<file path="src/rtl/multicycle_controller_pkg.sv">
// riscv_ctrl_pkg: opcodes, FSM states and control-field encodings shared by the RV32 controllers.
package riscv_ctrl_pkg;
    localparam logic [6:0] OP_RTYPE  = 7'b0110011;
    localparam logic [6:0] OP_LOAD   = 7'b0000011;
    localparam logic [6:0] OP_STORE  = 7'b0100011;
    localparam logic [6:0] OP_BRANCH = 7'b1100011;

    typedef enum logic [3:0] {
        IDLE, FETCH, DECODE, EXEC_R, WB_R, ADDR, MEM_RD, WB_LD, MEM_WR, BRANCH, TRAP
    } state_t;

    typedef enum logic [1:0] {ALU_ADD, ALU_SUB, ALU_FUNCT} alu_op_t;
    typedef enum logic [1:0] {SRC_A_PC, SRC_A_OLDPC, SRC_A_RS1} src_a_t;
    typedef enum logic [1:0] {SRC_B_RS2, SRC_B_FOUR, SRC_B_IMM} src_b_t;
    typedef enum logic [1:0] {CAUSE_NONE, CAUSE_ILLEGAL, CAUSE_TIMEOUT} cause_t;

    function automatic logic is_mem_state(state_t s);
        return s inside {FETCH, MEM_RD, MEM_WR};
    endfunction
endpackage

</file>
<file path="src/rtl/multicycle_controller_if.sv">
// multicycle_controller_if: control and memory-handshake bundle between controller and datapath.
interface multicycle_controller_if;
    logic [6:0] opcode;
    logic       zero;
    logic       mem_ack;
    logic       mem_read;
    logic       mem_write;
    logic       iord;
    logic       ir_write;
    logic       pc_write;
    logic       pc_src;
    logic [1:0] alu_src_a;
    logic [1:0] alu_src_b;
    logic [1:0] alu_op;
    logic       reg_write;
    logic       mem_to_reg;
    logic       instr_done;
    logic       trap;
    logic [1:0] trap_cause;

    modport master(
        input  opcode, zero, mem_ack,
        output mem_read, mem_write, iord, ir_write, pc_write, pc_src, alu_src_a, alu_src_b,
               alu_op, reg_write, mem_to_reg, instr_done, trap, trap_cause
    );
    modport slave(
        output opcode, zero, mem_ack,
        input  mem_read, mem_write, iord, ir_write, pc_write, pc_src, alu_src_a, alu_src_b,
               alu_op, reg_write, mem_to_reg, instr_done, trap, trap_cause
    );
endinterface

</file>
<file path="src/rtl/multicycle_controller_mem_wait_timer.sv">
// mem_wait_timer: counts unacknowledged cycles of one memory access and flags the timeout boundary.
module mem_wait_timer #(
    parameter int TIMEOUT = 16,
    parameter int CNT_W   = 5
) (
    input  logic clk,
    input  logic reset,
    input  logic clear,
    input  logic ack,
    output logic expired
);
    logic [CNT_W-1:0] cnt_q, cnt_d;

    assign cnt_d   = clear ? '0 : ack ? cnt_q : cnt_q + 1'b1;
    // A late ack on the boundary cycle still completes the access.
    assign expired = !ack && cnt_q == CNT_W'(TIMEOUT - 1);

    always_ff @(posedge clk or posedge reset)
        if (reset) cnt_q <= '0;
        else cnt_q <= cnt_d;
endmodule

</file>
<file path="src/rtl/multicycle_controller.sv">
// multicycle_controller: per-state control for a shared-memory multicycle RV32 datapath
// with a mem_ack watchdog and a sticky trap.
module multicycle_controller
    import riscv_ctrl_pkg::*;
#(
    parameter int TIMEOUT = 16,
    parameter int CNT_W   = 5
) (
    input logic clk,
    input logic reset,
    multicycle_controller_if.master bus
);
    state_t state_q, state_d;
    cause_t cause_q, cause_d;
    logic   expired, clear;

    // The wait counter only runs while sitting in one memory state.
    assign clear = !is_mem_state(state_q) || state_d != state_q;

    mem_wait_timer #(.TIMEOUT(TIMEOUT), .CNT_W(CNT_W)) u_timer (
        .clk(clk), .reset(reset), .clear(clear), .ack(bus.mem_ack), .expired(expired)
    );

    always_ff @(posedge clk or posedge reset)
        if (reset) begin
            state_q <= IDLE;
            cause_q <= CAUSE_NONE;
        end else begin
            state_q <= state_d;
            cause_q <= cause_d;
        end

    always_comb begin
        state_d        = state_q;
        cause_d        = cause_q;
        bus.mem_read   = 1'b0;
        bus.mem_write  = 1'b0;
        bus.iord       = 1'b0;
        bus.ir_write   = 1'b0;
        bus.pc_write   = 1'b0;
        bus.pc_src     = 1'b0;
        bus.alu_src_a  = SRC_A_PC;
        bus.alu_src_b  = SRC_B_RS2;
        bus.alu_op     = ALU_ADD;
        bus.reg_write  = 1'b0;
        bus.mem_to_reg = 1'b0;
        bus.instr_done = 1'b0;
        bus.trap       = state_q == TRAP;
        bus.trap_cause = cause_q;
        unique case (state_q)
            IDLE: state_d = FETCH;
            FETCH: begin
                bus.mem_read  = 1'b1;
                bus.alu_src_b = SRC_B_FOUR;
                bus.ir_write  = bus.mem_ack;
                bus.pc_write  = bus.mem_ack;
                state_d       = bus.mem_ack ? DECODE : expired ? TRAP : FETCH;
            end
            DECODE: begin
                bus.alu_src_a = SRC_A_OLDPC;
                bus.alu_src_b = SRC_B_IMM;
                state_d = bus.opcode == OP_RTYPE ? EXEC_R :
                          bus.opcode inside {OP_LOAD, OP_STORE} ? ADDR :
                          bus.opcode == OP_BRANCH ? BRANCH : TRAP;
            end
            EXEC_R: begin
                bus.alu_src_a = SRC_A_RS1;
                bus.alu_op    = ALU_FUNCT;
                state_d       = WB_R;
            end
            WB_R: begin
                bus.reg_write  = 1'b1;
                bus.instr_done = 1'b1;
                state_d        = FETCH;
            end
            ADDR: begin
                bus.alu_src_a = SRC_A_RS1;
                bus.alu_src_b = SRC_B_IMM;
                state_d       = bus.opcode == OP_LOAD ? MEM_RD : MEM_WR;
            end
            MEM_RD: begin
                bus.mem_read = 1'b1;
                bus.iord     = 1'b1;
                state_d      = bus.mem_ack ? WB_LD : expired ? TRAP : MEM_RD;
            end
            WB_LD: begin
                bus.reg_write  = 1'b1;
                bus.mem_to_reg = 1'b1;
                bus.instr_done = 1'b1;
                state_d        = FETCH;
            end
            MEM_WR: begin
                bus.mem_write  = 1'b1;
                bus.iord       = 1'b1;
                bus.instr_done = bus.mem_ack;
                state_d        = bus.mem_ack ? FETCH : expired ? TRAP : MEM_WR;
            end
            BRANCH: begin
                bus.alu_src_a  = SRC_A_RS1;
                bus.alu_op     = ALU_SUB;
                bus.pc_src     = 1'b1;
                bus.pc_write   = bus.zero;
                bus.instr_done = 1'b1;
                state_d        = FETCH;
            end
            TRAP: state_d = TRAP;
            default: state_d = IDLE;
        endcase
        if (state_d == TRAP && state_q != TRAP)
            cause_d = state_q == DECODE ? CAUSE_ILLEGAL : CAUSE_TIMEOUT;
    end
endmodule

</file>
<file path="src/flat_wrapper.sv">
// flat-port wrapper written by rule: the top's interface ports become plain ports
module multicycle_controller_flat import riscv_ctrl_pkg::*;
#(
    parameter int TIMEOUT = 16,
    parameter int CNT_W   = 5
)
  (clk, reset, bus_opcode, bus_zero, bus_mem_ack, bus_mem_read, bus_mem_write, bus_iord, bus_ir_write, bus_pc_write, bus_pc_src, bus_alu_src_a, bus_alu_src_b, bus_alu_op, bus_reg_write, bus_mem_to_reg, bus_instr_done, bus_trap, bus_trap_cause);
  multicycle_controller_if bus_i ();
  input logic clk;
  input logic reset;
  input wire logic [$bits(bus_i.opcode)-1:0] bus_opcode;
  input wire logic [$bits(bus_i.zero)-1:0] bus_zero;
  input wire logic [$bits(bus_i.mem_ack)-1:0] bus_mem_ack;
  output wire logic [$bits(bus_i.mem_read)-1:0] bus_mem_read;
  output wire logic [$bits(bus_i.mem_write)-1:0] bus_mem_write;
  output wire logic [$bits(bus_i.iord)-1:0] bus_iord;
  output wire logic [$bits(bus_i.ir_write)-1:0] bus_ir_write;
  output wire logic [$bits(bus_i.pc_write)-1:0] bus_pc_write;
  output wire logic [$bits(bus_i.pc_src)-1:0] bus_pc_src;
  output wire logic [$bits(bus_i.alu_src_a)-1:0] bus_alu_src_a;
  output wire logic [$bits(bus_i.alu_src_b)-1:0] bus_alu_src_b;
  output wire logic [$bits(bus_i.alu_op)-1:0] bus_alu_op;
  output wire logic [$bits(bus_i.reg_write)-1:0] bus_reg_write;
  output wire logic [$bits(bus_i.mem_to_reg)-1:0] bus_mem_to_reg;
  output wire logic [$bits(bus_i.instr_done)-1:0] bus_instr_done;
  output wire logic [$bits(bus_i.trap)-1:0] bus_trap;
  output wire logic [$bits(bus_i.trap_cause)-1:0] bus_trap_cause;
  assign bus_i.opcode = bus_opcode;
  assign bus_i.zero = bus_zero;
  assign bus_i.mem_ack = bus_mem_ack;
  assign bus_mem_read = bus_i.mem_read;
  assign bus_mem_write = bus_i.mem_write;
  assign bus_iord = bus_i.iord;
  assign bus_ir_write = bus_i.ir_write;
  assign bus_pc_write = bus_i.pc_write;
  assign bus_pc_src = bus_i.pc_src;
  assign bus_alu_src_a = bus_i.alu_src_a;
  assign bus_alu_src_b = bus_i.alu_src_b;
  assign bus_alu_op = bus_i.alu_op;
  assign bus_reg_write = bus_i.reg_write;
  assign bus_mem_to_reg = bus_i.mem_to_reg;
  assign bus_instr_done = bus_i.instr_done;
  assign bus_trap = bus_i.trap;
  assign bus_trap_cause = bus_i.trap_cause;
  multicycle_controller #(.TIMEOUT(TIMEOUT), .CNT_W(CNT_W)) u_core (.clk(clk), .reset(reset), .bus(bus_i));
endmodule
</file>
<file path="config.mk">
export PLATFORM = sky130hd
export DESIGN_NAME = multicycle_controller_flat
export DESIGN_NICKNAME = d
export VERILOG_FILES = /design/src/rtl/multicycle_controller_pkg.sv /design/src/rtl/multicycle_controller_if.sv /design/src/rtl/multicycle_controller_mem_wait_timer.sv /design/src/rtl/multicycle_controller.sv /design/src/flat_wrapper.sv
export SDC_FILE = /design/constraint.sdc
export NUM_CORES = 1
export LEC_CHECK = 0
export ABC_AREA = 1
export BUFFER_PORTS_ARGS = -buffer_cell sky130_fd_sc_hd__buf_2
export CORE_AREA = 8 8 53 55
export DETAILED_ROUTE_END_ITERATION = 10
export DIE_AREA = 0 0 61 63
export GPL_TIMING_DRIVEN = 0
export PLACE_DENSITY = 0.78
export SLEW_MARGIN = 20
export SYNTH_ARGS = -nofsm -noshare
export SYNTH_HDL_FRONTEND = slang
export SYNTH_SLANG_ARGS = --single-unit
</file>
<file path="constraint.sdc">
create_clock -name clk -period 2.5 [get_ports clk]
set_input_delay 0.375 -clock clk [delete_from_list [all_inputs] [get_ports clk]]
set_output_delay 0.375 -clock clk [all_outputs]
set_load 0.02 [all_outputs]
</file>
==> results.yml <==
run_status:
  status: "finished, final reports clean"
finish:
  fin_area_mm2: 0.00111
  n_antenna_cell: 0
  final_util_pct: 53.7
  area_growth_syn_to_layout_pct: 22.2
  final_nets: 189
  layout-drive-gt1-share_pct: 29.7
route:
  vias_per_cell: 4.64
  routed_wl_um: 2180
  drt_first_pass_iters: 4
  drt_iter0_markers: 22
  vias: 941
  avgRoutedWirePerCell_um: 10.7
  detail-route-antenna-nets: 0
  drc: 0
placement:
  gp_congestion: 0.830
  placed_area_mm2: 0.00108
  io_buffers: 28
  hpwl_um: 1850
timing:
  finalSetupViolCount: 0
  period_minus_slack_ns: 1.99
  rsz0062_at_grt: "no"
  final_max_slew_viol_count: 0
  final.setup.tns_ns: 0
  max_clock_freq_mhz: 503
  maxSlewHeadroom_pct: 72.5
  worst_pin_slew_ns: 0.411
  timing.final.crit_share_pct: 79.5
  worst_hold_slack_ns: 0.0853
  hold_viol_final: 0
  fin_skew_ns: 0.00227
floorplan:
  core_mm2: 0.00206
  die_y_um: 63
  die-width_um: 61
  dieArea_mm2: 0.00384
  start_util_pct: 44.0
  num_rows: 17
  ios: 29
cts:
  cts_buffers: 3
  cts_hold_repair.buffers: 0
  ctsRootBufferMaster: "clkbuf_4"
  clock_latency_ns: 0.26
  cts.sinks: 11
  cts_resized: 0
  cts_setup_buffers: 0
  path_clk_slew_ns: 0.07
  cts_max_level: 1
  clk_path_buf_depth: 2
  cts_tree: "built"
synth:
  ys_warn_count: 0
  synth_area_um2: 907
  synth_most_common_cell: "nand2_1"
  yosysTopAreaCellShare_pct: 30.3
  syn_nets: 156
  synth_cells: 143
  synth_ff_type: "dfrtp_1"
  yosysUniqueCellTypes: 22
  syn-mean-instance-area_um2: 6.34
  synthArstFlopShare_pct: 100
  ys_ff_latch: 11
  synth_edf_count: 0
  synth.area.top_cells: "dfrtp_1 (30%), nand2_1 (16%), inv_1 (11%)"
  synth_largest_area_cell: "dfrtp_1"
  yosysSeqAreaShare_pct: 30.3
  yosys-top-cells-count: "nand2_1 (38), inv_1 (27), nor2_1 (18), nand3_1 (13), dfrtp_1 (11)"
setup_path:
  start_kind: "flop"
  cp.arrival_ns: 2.19
  worst_ep_required_time_ns: 2.70
  cp-end-kind: "flop"
  worstPathMaxFanout: 5
  crit_type: "flop to flop"
global_routing:
  grt_pass1_wl_um: 3570
  grt_pass1_vias: 910
  grtUsageTotal_pct: 11.6
  gr-total-overflow: 0
  grt_max_degree: 12
  grt_antenna_before_repair: 0
power_and_ir_drop:
  power.leakage_nw: 0.705
  max-vdd-ir-drop_mv: 0.514
  p_per_area_mw_per_mm2: 1040
worst_hold_path:
  holdCritPathClass: "input port to asynchronous set/reset pin"
run:
  maxCapViolations: 0
report_power, final:
| part | switching [W] | leakage [nW] | internal [W] |
|---|---|---|---|
| clock network | 0.0000559 | 0.0150 | 0.0000618 |
| logic | 0.000521 | 0.543 | 0.000240 |
| registers | 0.0000521 | 0.147 | 0.000224 |
cells in the final DEF, fill, tap and decap left out, types with 2 or more instances in the layout:
cell type	n
o21ai_1	2
nor2_1	18
nand3_1	13
dfrtp_1	11
o21ai_0	3
nand4_1	2
nor2_2	6
nand2_2	7
clkbuf_4	3
inv_1	27
ha_1	2
inv_2	4
nand2_1	38
buf_2	28
registers in the layout (all words and copies together) (netlist names):
name	cells
u_core.state_q	4
u_core.bus.trap_cause	2
u_core.u_timer.cnt_q	5
layer usage:
layer | routed length (um) | vias up | global-route usage, % | share of wire (%)
met1 | 894 | 413 | 11.6 | 41
met2 | 1100 | 23 | 21.4 | 50
met4 | 33 | 0 | 3.50 | 1.5
li1 | - | 501 | - | -
met5 | 0 | - | 0 | 0
met3 | 151 | 4 | 3.50 | 6.9
logic make-up after synthesis:
logic type	after synthesis	synth area share, %
buf+inv	31	12.8
flops	11	30.3
compound gates	7	4.14
xor+xnor	2	1.93
fa+ha+maj	2	2.76
simple gates	90	48.0
critical path, stage by stage (launching register included):
cell	delay (ns)
dfrtp_1	0.40
ha_1	0.22
and3_1	0.19
ha_1	0.19
inv_1	0.05
nand2_1	0.06
nand3_1	0.09
nand3_1	0.08
nor2_2	0.13
nand2_2	0.09
nand2_1	0.06
nand2_1	0.06
nor2_2	0.11
nand2_2	0.09
nor2_1	0.10
area by class of cell:
cell class / count / area [um2]
repair buffers: 28 / 140
inverters: 31 / 116
multi-input cells: 101 / 515
flip-flops and latches: 11 / 275
clock buffers: 4 / 26.3
well taps: 28 / 35.0
fillers: 217 / 955
path summary, 6_finish.rpt:
kind | startpoint | cells past startpoint | slack (ns) | to
min | reset | 2 | 0.09 | u_core.u_timer.cnt_q[2]
max reg2reg | u_core.u_timer.cnt_q[0] | 14 | 0.51 | u_core.u_timer.cnt_q[4]
min in group clk | bus_mem_ack | 3 | 0.42 | u_core.state_q[0]
max | u_core.u_timer.cnt_q[0] | 14 | 0.51 | u_core.u_timer.cnt_q[4]
min reg2reg | u_core.u_timer.cnt_q[0] | 1 | 0.47 | u_core.u_timer.cnt_q[0]
max in group asynchronous | reset | 2 | 2.13 | u_core.state_q[2]
through the flow:
step / worst slack [ns] / power, W / cells
2_1_floorplan: 0.697 / 0.000840 / 143
3_3_place_gp: 0.548 / 0.00103 / 199
3_5_place_dp: 0.519 / 0.00104 / 199
4_1_cts: 0.494 / 0.00117 / 203
5_1_grt: 0.327 / 0.00125 / 203
6_report: 0.513 / 0.00115 / 203
Power figures use the tool's default switching activity.
